File: config.mk
export PLATFORM = sky130hd
export DESIGN_NAME = serial_demux8
export DESIGN_NICKNAME = d
export VERILOG_FILES = /design/src/rtl/serial_demux8_pkg.sv /design/src/rtl/serial_demux8_out_buf.sv /design/src/rtl/serial_demux8.sv
export SDC_FILE = /design/constraint.sdc
export NUM_CORES = 1
export LEC_CHECK = 0
export ABC_CLOCK_PERIOD_IN_PS = 2000
export CORE_ASPECT_RATIO = 1.2
export CORE_MARGIN = 2
export CORE_UTILIZATION = 50
export CTS_CLUSTER_DIAMETER = 60
export DETAILED_ROUTE_END_ITERATION = 8
export PLACE_DENSITY = 0.78
export SLEW_MARGIN = 20
export SYNTH_ARGS = -nofsm -noshare
export SYNTH_HDL_FRONTEND = slang
export SYNTH_SLANG_ARGS = --single-unit
File: constraint.sdc
create_clock -name clk -period 2 [get_ports clk]
set_clock_uncertainty 0.15 [all_clocks]
set_input_delay 0.5 -clock clk [delete_from_list [all_inputs] [get_ports clk]]
set_output_delay 0.5 -clock clk [all_outputs]
set_load 0.005 [all_outputs]
File: src/rtl/serial_demux8_pkg.sv
// rtl/serial_demux8_pkg.sv - shared widths and FSM state type for serial_demux8
package serial_demux8_pkg;

  localparam int SEL_W_DEF = 3;
  localparam int N_LANES   = 1 << SEL_W_DEF;

  typedef enum logic {
    IDLE  = 1'b0,
    SHIFT = 1'b1
  } state_e;

endpackage

File: src/rtl/serial_demux8_out_buf.sv
// rtl/serial_demux8_out_buf.sv - one-entry valid/ready word buffer with sticky overrun
module demux_out_buf #(
  parameter int W = 8
) (
  input  logic         clk,
  input  logic         rst_n,
  input  logic         load,
  input  logic [W-1:0] word,
  input  logic         out_ready,
  input  logic         clear_ovr,
  output logic [W-1:0] dout,
  output logic         dout_valid,
  output logic         overrun
);

  logic [W-1:0] dout_q, dout_d;
  logic         valid_q, valid_d;
  logic         ovr_q, ovr_d;
  logic         drain, accept;

  // A drain on the same edge frees the slot, so a completing word may load.
  assign drain  = valid_q && out_ready;
  assign accept = load && (!valid_q || drain);

  always_comb begin
    dout_d  = dout_q;
    valid_d = valid_q;
    ovr_d   = ovr_q;
    if (accept) begin
      dout_d  = word;
      valid_d = 1'b1;
    end else if (drain) begin
      valid_d = 1'b0;
    end
    if (clear_ovr) ovr_d = 1'b0;
    if (load && !accept) ovr_d = 1'b1;
  end

  always_ff @(posedge clk or negedge rst_n) begin
    if (!rst_n) begin
      dout_q  <= '0;
      valid_q <= 1'b0;
      ovr_q   <= 1'b0;
    end else begin
      dout_q  <= dout_d;
      valid_q <= valid_d;
      ovr_q   <= ovr_d;
    end
  end

  assign dout       = dout_q;
  assign dout_valid = valid_q;
  assign overrun    = ovr_q;

endmodule

File: src/rtl/serial_demux8.sv
// rtl/serial_demux8.sv - framed serial-to-parallel 1:N demultiplexer top level
module serial_demux8
  import serial_demux8_pkg::*;
#(
  parameter int SEL_W = SEL_W_DEF
) (
  input  logic                    clk,
  input  logic                    rst_n,
  input  logic                    din,
  input  logic                    din_valid,
  input  logic                    start,
  input  logic                    out_ready,
  input  logic                    clear_ovr,
  output logic [(1<<SEL_W)-1:0]   dout,
  output logic                    dout_valid,
  output logic [SEL_W-1:0]        sel,
  output logic                    busy,
  output logic                    overrun
);

  localparam int N = 1 << SEL_W;
  localparam logic [SEL_W-1:0] SEL_ONE  = SEL_W'(1);
  localparam logic [SEL_W-1:0] SEL_LAST = SEL_W'(N - 1);

  state_e           state_q, state_d;
  logic [SEL_W-1:0] sel_q, sel_d;
  logic [N-1:0]     asm_q, asm_d;
  logic             frame_done;

  // start always wins, so a start at the last slot resyncs instead of completing.
  assign frame_done = din_valid && !start && (state_q == SHIFT) && (sel_q == SEL_LAST);

  always_ff @(posedge clk or negedge rst_n) begin
    if (!rst_n) state_q <= IDLE;
    else        state_q <= state_d;
  end

  always_comb begin
    state_d = state_q;
    if (din_valid && start) state_d = SHIFT;
    else if (frame_done)    state_d = IDLE;
  end

  always_comb begin
    busy = (state_q == SHIFT);
  end

  always_comb begin
    sel_d = sel_q;
    asm_d = asm_q;
    if (din_valid && start) begin
      asm_d[0] = din;
      sel_d    = SEL_ONE;
    end else if (din_valid && (state_q == SHIFT)) begin
      asm_d[sel_q] = din;
      sel_d        = sel_q + SEL_ONE;
    end
  end

  always_ff @(posedge clk or negedge rst_n) begin
    if (!rst_n) begin
      sel_q <= '0;
      asm_q <= '0;
    end else begin
      sel_q <= sel_d;
      asm_q <= asm_d;
    end
  end

  assign sel = sel_q;

  // asm_d already holds the final bit, giving zero-cycle completion latency.
  demux_out_buf #(.W(N)) u_out_buf (
    .clk        (clk),
    .rst_n      (rst_n),
    .load       (frame_done),
    .word       (asm_d),
    .out_ready  (out_ready),
    .clear_ovr  (clear_ovr),
    .dout       (dout),
    .dout_valid (dout_valid),
    .overrun    (overrun)
  );

endmodule
-- Yosys cells after proc, flatten, opt, wreduce, memory -nomap -nowiden
Cells that the tools add are included.
- register bits: 22
- word-level logic and storage cells: 41
- add/subtract/negate cells: 1
- order comparisons: 2
- eq/ne operators: 1
- muxes and demuxes: 14
- reductions and logical operators: 17
- operators with widths (kind ; count):
    $logic_and 1x1->1 ; 9
    $bwmux 8 ; 1
    $mux 1 ; 8
    $mux 8 ; 1
    $reduce_bool 2->1 ; 4
    $mux 7 ; 1
    $mux 3 ; 2
    $lt 3x4->1 const B ; 1
    $add 3x1->3 const B ; 1
    $demux 1 s3 ; 1
    $eq 3x3->1 const B ; 1
    $ge 3x1->1 const B ; 1
    $logic_not 1->1 ; 3
    $logic_or 1x1->1 ; 1

-- Longest topological paths before layout
- depth in word-level cells: 8
- mapped depth: 6

-- By module
Synthesis repeated with hierarchy kept, for this count alone.
- cell total of the unflattened synthesis: 71
- area, all modules: 996.0 um2
- by module, submodules not included (module ; instances ; cells each ; area an instance (um2) ; sequential area each (um2)):
    serial_demux8 ; 1 ; 47 ; 583.1 ; 300.3
    demux_out_buf ; 1 ; 24 ; 412.9 ; 250.2

-- Worst setup path before layout
Ideal clock, no wire load.
- kind: flip-flop to flip-flop
- start: register sel_q[0], in the netlist sel[0]
- end: register u_out_buf.dout_q[0], in the netlist u_out_buf.dout[0]
- setup time: 125 ps
- data arrival time: 1604 ps
- required time: 1725 ps
- setup slack: 120 ps
- cell stages (with the launch flop): 7
- clock period less this slack: 1880 ps
- cell sequence: dfrtp_1 -> ha_1 -> ha_1 -> clkbuf_1 -> and3_4 -> buf_6 -> mux2_4
- cells in the longest elaborated chain, start to end: 7
- elaborated cells between the ends (all ways): 11
- classes of those cells: order compare: 2; eq/ne: 1; mux: 5; reduce/logical: 3
- ends and longest elaborated chain (element ; RTL line ; source):
    start: declaration ; serial_demux8.sv:26 ; logic [SEL_W-1:0] sel_q, sel_d;
    start signal: assignment ; serial_demux8.sv:65 ; sel_q <= sel_d;
    $lt 3x4->1 (not written as such) / $ge 3x1->1 (equally long branches) ; serial_demux8.sv:55 ; asm_d[sel_q] = din;
    $logic_and 1x1->1 (not written as such) ; serial_demux8.sv:55 ;
    $mux 1 (not written as such) ; serial_demux8.sv:55 ;
    $demux 1 s3 ; serial_demux8.sv:55 ;
    $bwmux 8 ; serial_demux8.sv:55 ;
    $mux 8 ; serial_demux8.sv:54 ; end else if (din_valid && (state_q == SHIFT)) begin
    $mux 1 ; serial_demux8.sv:51 ; if (din_valid && start) begin
    end signal: assignment ; serial_demux8_out_buf.sv:45 ; dout_q <= dout_d;
    end: declaration ; serial_demux8_out_buf.sv:16 ; logic [W-1:0] dout_q, dout_d;
Several ways; a longest one is shown, not always the timed one.
A chain may end at the register's enable or synchronous reset.

-- Worst setup path in the final report
- start: register state_q, in the netlist busy
- end: output busy
- RTL lines (element ; RTL line ; source):
    start: declaration ; serial_demux8.sv:25 ; state_e state_q, state_d;
    start signal: assignment ; serial_demux8.sv:35 ; else state_q <= state_d;
    end: declaration ; serial_demux8.sv:17 ; output logic busy,
No word-level cell between the ends.

==> impl_metrics.csv <==
group,metric,value,unit
clock_network,clock-root-buffer,"clkbuf_4",
detailed_routing,drt_first_iter_violations,24,
floorplan,dieArea,2508,um2
floorplan,die_height,54.46,um
clock_network,holdBufCountCts,0,
clock_network,cts_tree,"built",
clock_network,clk_path_buf_depth,2,
cells_and_area,layoutNonFillerInstCount,146,
clock_network,clk_pin_slew_worst_paths,120,ps
timing,final.min_clock_period,1926,ps
logic_synthesis,yosysSeqAreaShare,0.5189,
cells_and_area,area_delta_synth_final,28.42,%
timing,maxSlewViolCount,0,
timing,period_share,0.9631,
logic_synthesis,synth.distinct_cells,30,
timing,rsz0062_at_grt,"false",
clock_network,clock_sinks,22,
status,status,"complete, no violations",
floorplan,ios,21,
timing,hold_violations,0,
detailed_routing,routed_via_density,6.034,
placed_design,dp_hpwl,1613,um
timing,hold_ws,364.9,ps
floorplan,die_w,46.05,um
setup_path,path_cells,"clkdlybuf4s50_1",
timing,worst_slew_pin_slew,326.5,ps
cells_and_area,final_core_util,0.6722,
global_route,grt_pass1_vias,815,
global_route,grt_pass1_wl,3581,um
setup_path,endpoint_kind,"output pin",
detailed_routing,drt-total-wl,2279,um
min_path,hp-class,"reg2reg",
logic_synthesis,synth_area,1061,um2
pwr,power_density,990.5,nW/um2
logic_synthesis,yosysWarnings,0,
logic_synthesis,synthesis.nets,108,
logic_synthesis,synth_cells,99,
clock_network,numCtsBuffers,3,
placed_design,post_dp_cell_area,1315,um2
global_route,overflow,0,
detailed_routing,routed-via-count,881,
logic_synthesis,synth.area.top_cells,"dfrtp_1 52%, a31oi_1 7.1%, nand2_1 5.0%",
logic_synthesis,async_reset_ff_frac,1.000,
setup_path,worstPathArrival,1280,ps
clock_network,clock_latency,310,ps
logic_synthesis,synth_flop_cell,"dfrtp_1",
detailed_routing,postRouteAntennaNets,0,
setup_path,cp_max_fo,9,
global_route,antenna_found_initial,0,
pwr,leakagePower,0.6256,nW
detailed_routing,wire_per_inst,15.61,um
placed_design,globalplace.congestion,0.8312,
global_route,track_usage,0.2034,
cells_and_area,layout-drive-gt1-share,0.1984,
pwr,max-vdd-ir-drop,534.1,uV
placed_design,post-place-cells,141,
logic_synthesis,avgSynthCellArea,10.72,um2
cells_and_area,final_area,1363,um2
detailed_routing,drcViolationCount,0,
floorplan,core,2027,um2
timing,setup_viol,0,
logic_synthesis,yosysTopAreaCell,"dfrtp_1",
floorplan,placementRows,18,
setup_path,cp_slowest_cell,"clkdlybuf4s50_1",
setup_path,startpoint_type,"flop",
logic_synthesis,ys_ff_latch,22,
cells_and_area,antenna_cells,0,
cells_and_area,final_nets,136,
job,cap_violations,0,
detailed_routing,dr.pass1.iters,4,
setup_path,critPathMaxStageDelay,520,ps
logic_synthesis,synth_top_area_frac,0.5189,
setup_path,path_class,"reg2out",
setup_path,crit_buf_inv,1,
placed_design,numPortBuffers,20,
clock_network,htree_levels,1,
setup_path,worst-endpoint-required,1350,ps
timing,maxSlewHeadroom,0.7800,
global_route,grt_max_degree,23,
timing,max_freq,0.5192,GHz
floorplan,initial_utilization,0.5235,
timing,fin_tns_setup,0,ps
setup_path,crit_family,"buffers and inverters",
logic_synthesis,synth_edf_count,0,
## where the power goes
part | total [W] | leakage (nW) | internal, W | switching (W)
sequential | 0.000638 | 0.282 | 0.000571 | 0.0000667
clock | 0.000246 | 0.0210 | 0.000111 | 0.000134
combinational | 0.000466 | 0.323 | 0.000268 | 0.000198
## routing by layer
layer  routed length (um)  GRT usage  share of wire  up-vias
met5                    0          0              0        -
met4                   38     0.1048          0.017        0
met3                  112    0.02310          0.049        5
met2                 1159     0.3356           0.51       38
met1                  969     0.2596           0.43      424
li1                     -          -              -      414
## area by class of cell
type / instances / area, um2
inverters: 2 / 7.507
flip-flops and latches: 22 / 554.3
well taps: 20 / 25.02
repair buffers: 31 / 282.8
fillers: 156 / 664.4
multi-input cells: 67 / 456.7
clock buffers: 4 / 36.28
## what timing repair did
| item | CTS | global route |
|---|---|---|
| buffers inserted | 0 | 1 |
| setup endpoints to repair | 1 | 3 |
| resized for setup | 1 | 2 |
| hold endpoints to repair | 0 | 0 |
| cloned | 0 | 0 |
## metrics by stage
step                      worst slack [ps]  total power, W
after global routing                 34.33        0.001435
final                                73.86        0.001350
after detailed placement            -68.70        0.001104
after CTS                            7.342        0.001344
after floorplan                      120.5       0.0008735
after global placement              -45.33        0.001090
## worst register-to-register path, cell delays in order, from the launching register on
cell and delay, ps:
dfrtp_2 430, buf_4 160, ha_1 200, ha_1 200
and3_4 180, buf_4 160, a31oi_1 170
## cell usage in the layout, fill, tap and decap left out
master	count
clkdlybuf4s50_1	20
o22ai_1	1
nand4_1	2
nand3_1	3
dfrtp_1	19
clkbuf_8	1
and3b_1	2
o21ai_0	8
and4bb_2	1
buf_4	11
nand2b_1	4
nor4b_2	1
ha_1	2
inv_1	2
nand2_1	14
and3_4	1
o31ai_1	1
mux2_2	2
mux2i_1	1
nor3b_1	1
clkbuf_4	3
a22o_1	3
dfrtp_2	3
and4b_1	1
nor2_1	1
nand4bb_1	1
a31oi_1	12
a21oi_1	1
mux2_4	2
nor2b_1	1
nand4b_1	1
## final timing paths
check / depth (start not counted) / startpoint / end / slack, ps
worst max-delay path: 1 / busy / busy / 70
worst min-delay path: 2 / asm_q[1] / asm_q[1] / 360
worst max register to register: 6 / sel[0] / u_out_buf.dout[5] / 270
worst min register to register: 2 / asm_q[1] / asm_q[1] / 360
max in group asynchronous: 2 / rst_n / busy / 1090
min in group asynchronous: 2 / rst_n / sel[2] / 370
## synthesized netlist by cell type (all sizes together) (2+ instances only)
master / n
dfrtp: 22
nand2: 14
a31oi: 12
o21ai: 8
buf: 4
clkbuf: 4
mux2: 4
nand2b: 4
a22o: 3
nand3: 3
and3b: 2
ha: 2
inv: 2
nand4: 2
## state kept, by name, indices dropped and copies added (netlist names)
name / flops
u_out_buf.dout: 8
asm_q: 8
busy: 1
sel: 3
u_out_buf.overrun: 1
u_out_buf.dout_valid: 1
## logic make-up after synthesis
logic type / after synthesis / synth area share
fa+ha+maj: 2 / 0.02358
simple gates: 34 / 0.1969
compound gates: 26 / 0.1509
mux: 5 / 0.05896
buf+inv: 10 / 0.05070
flops: 22 / 0.5189
Power figures use the tool's default switching activity.
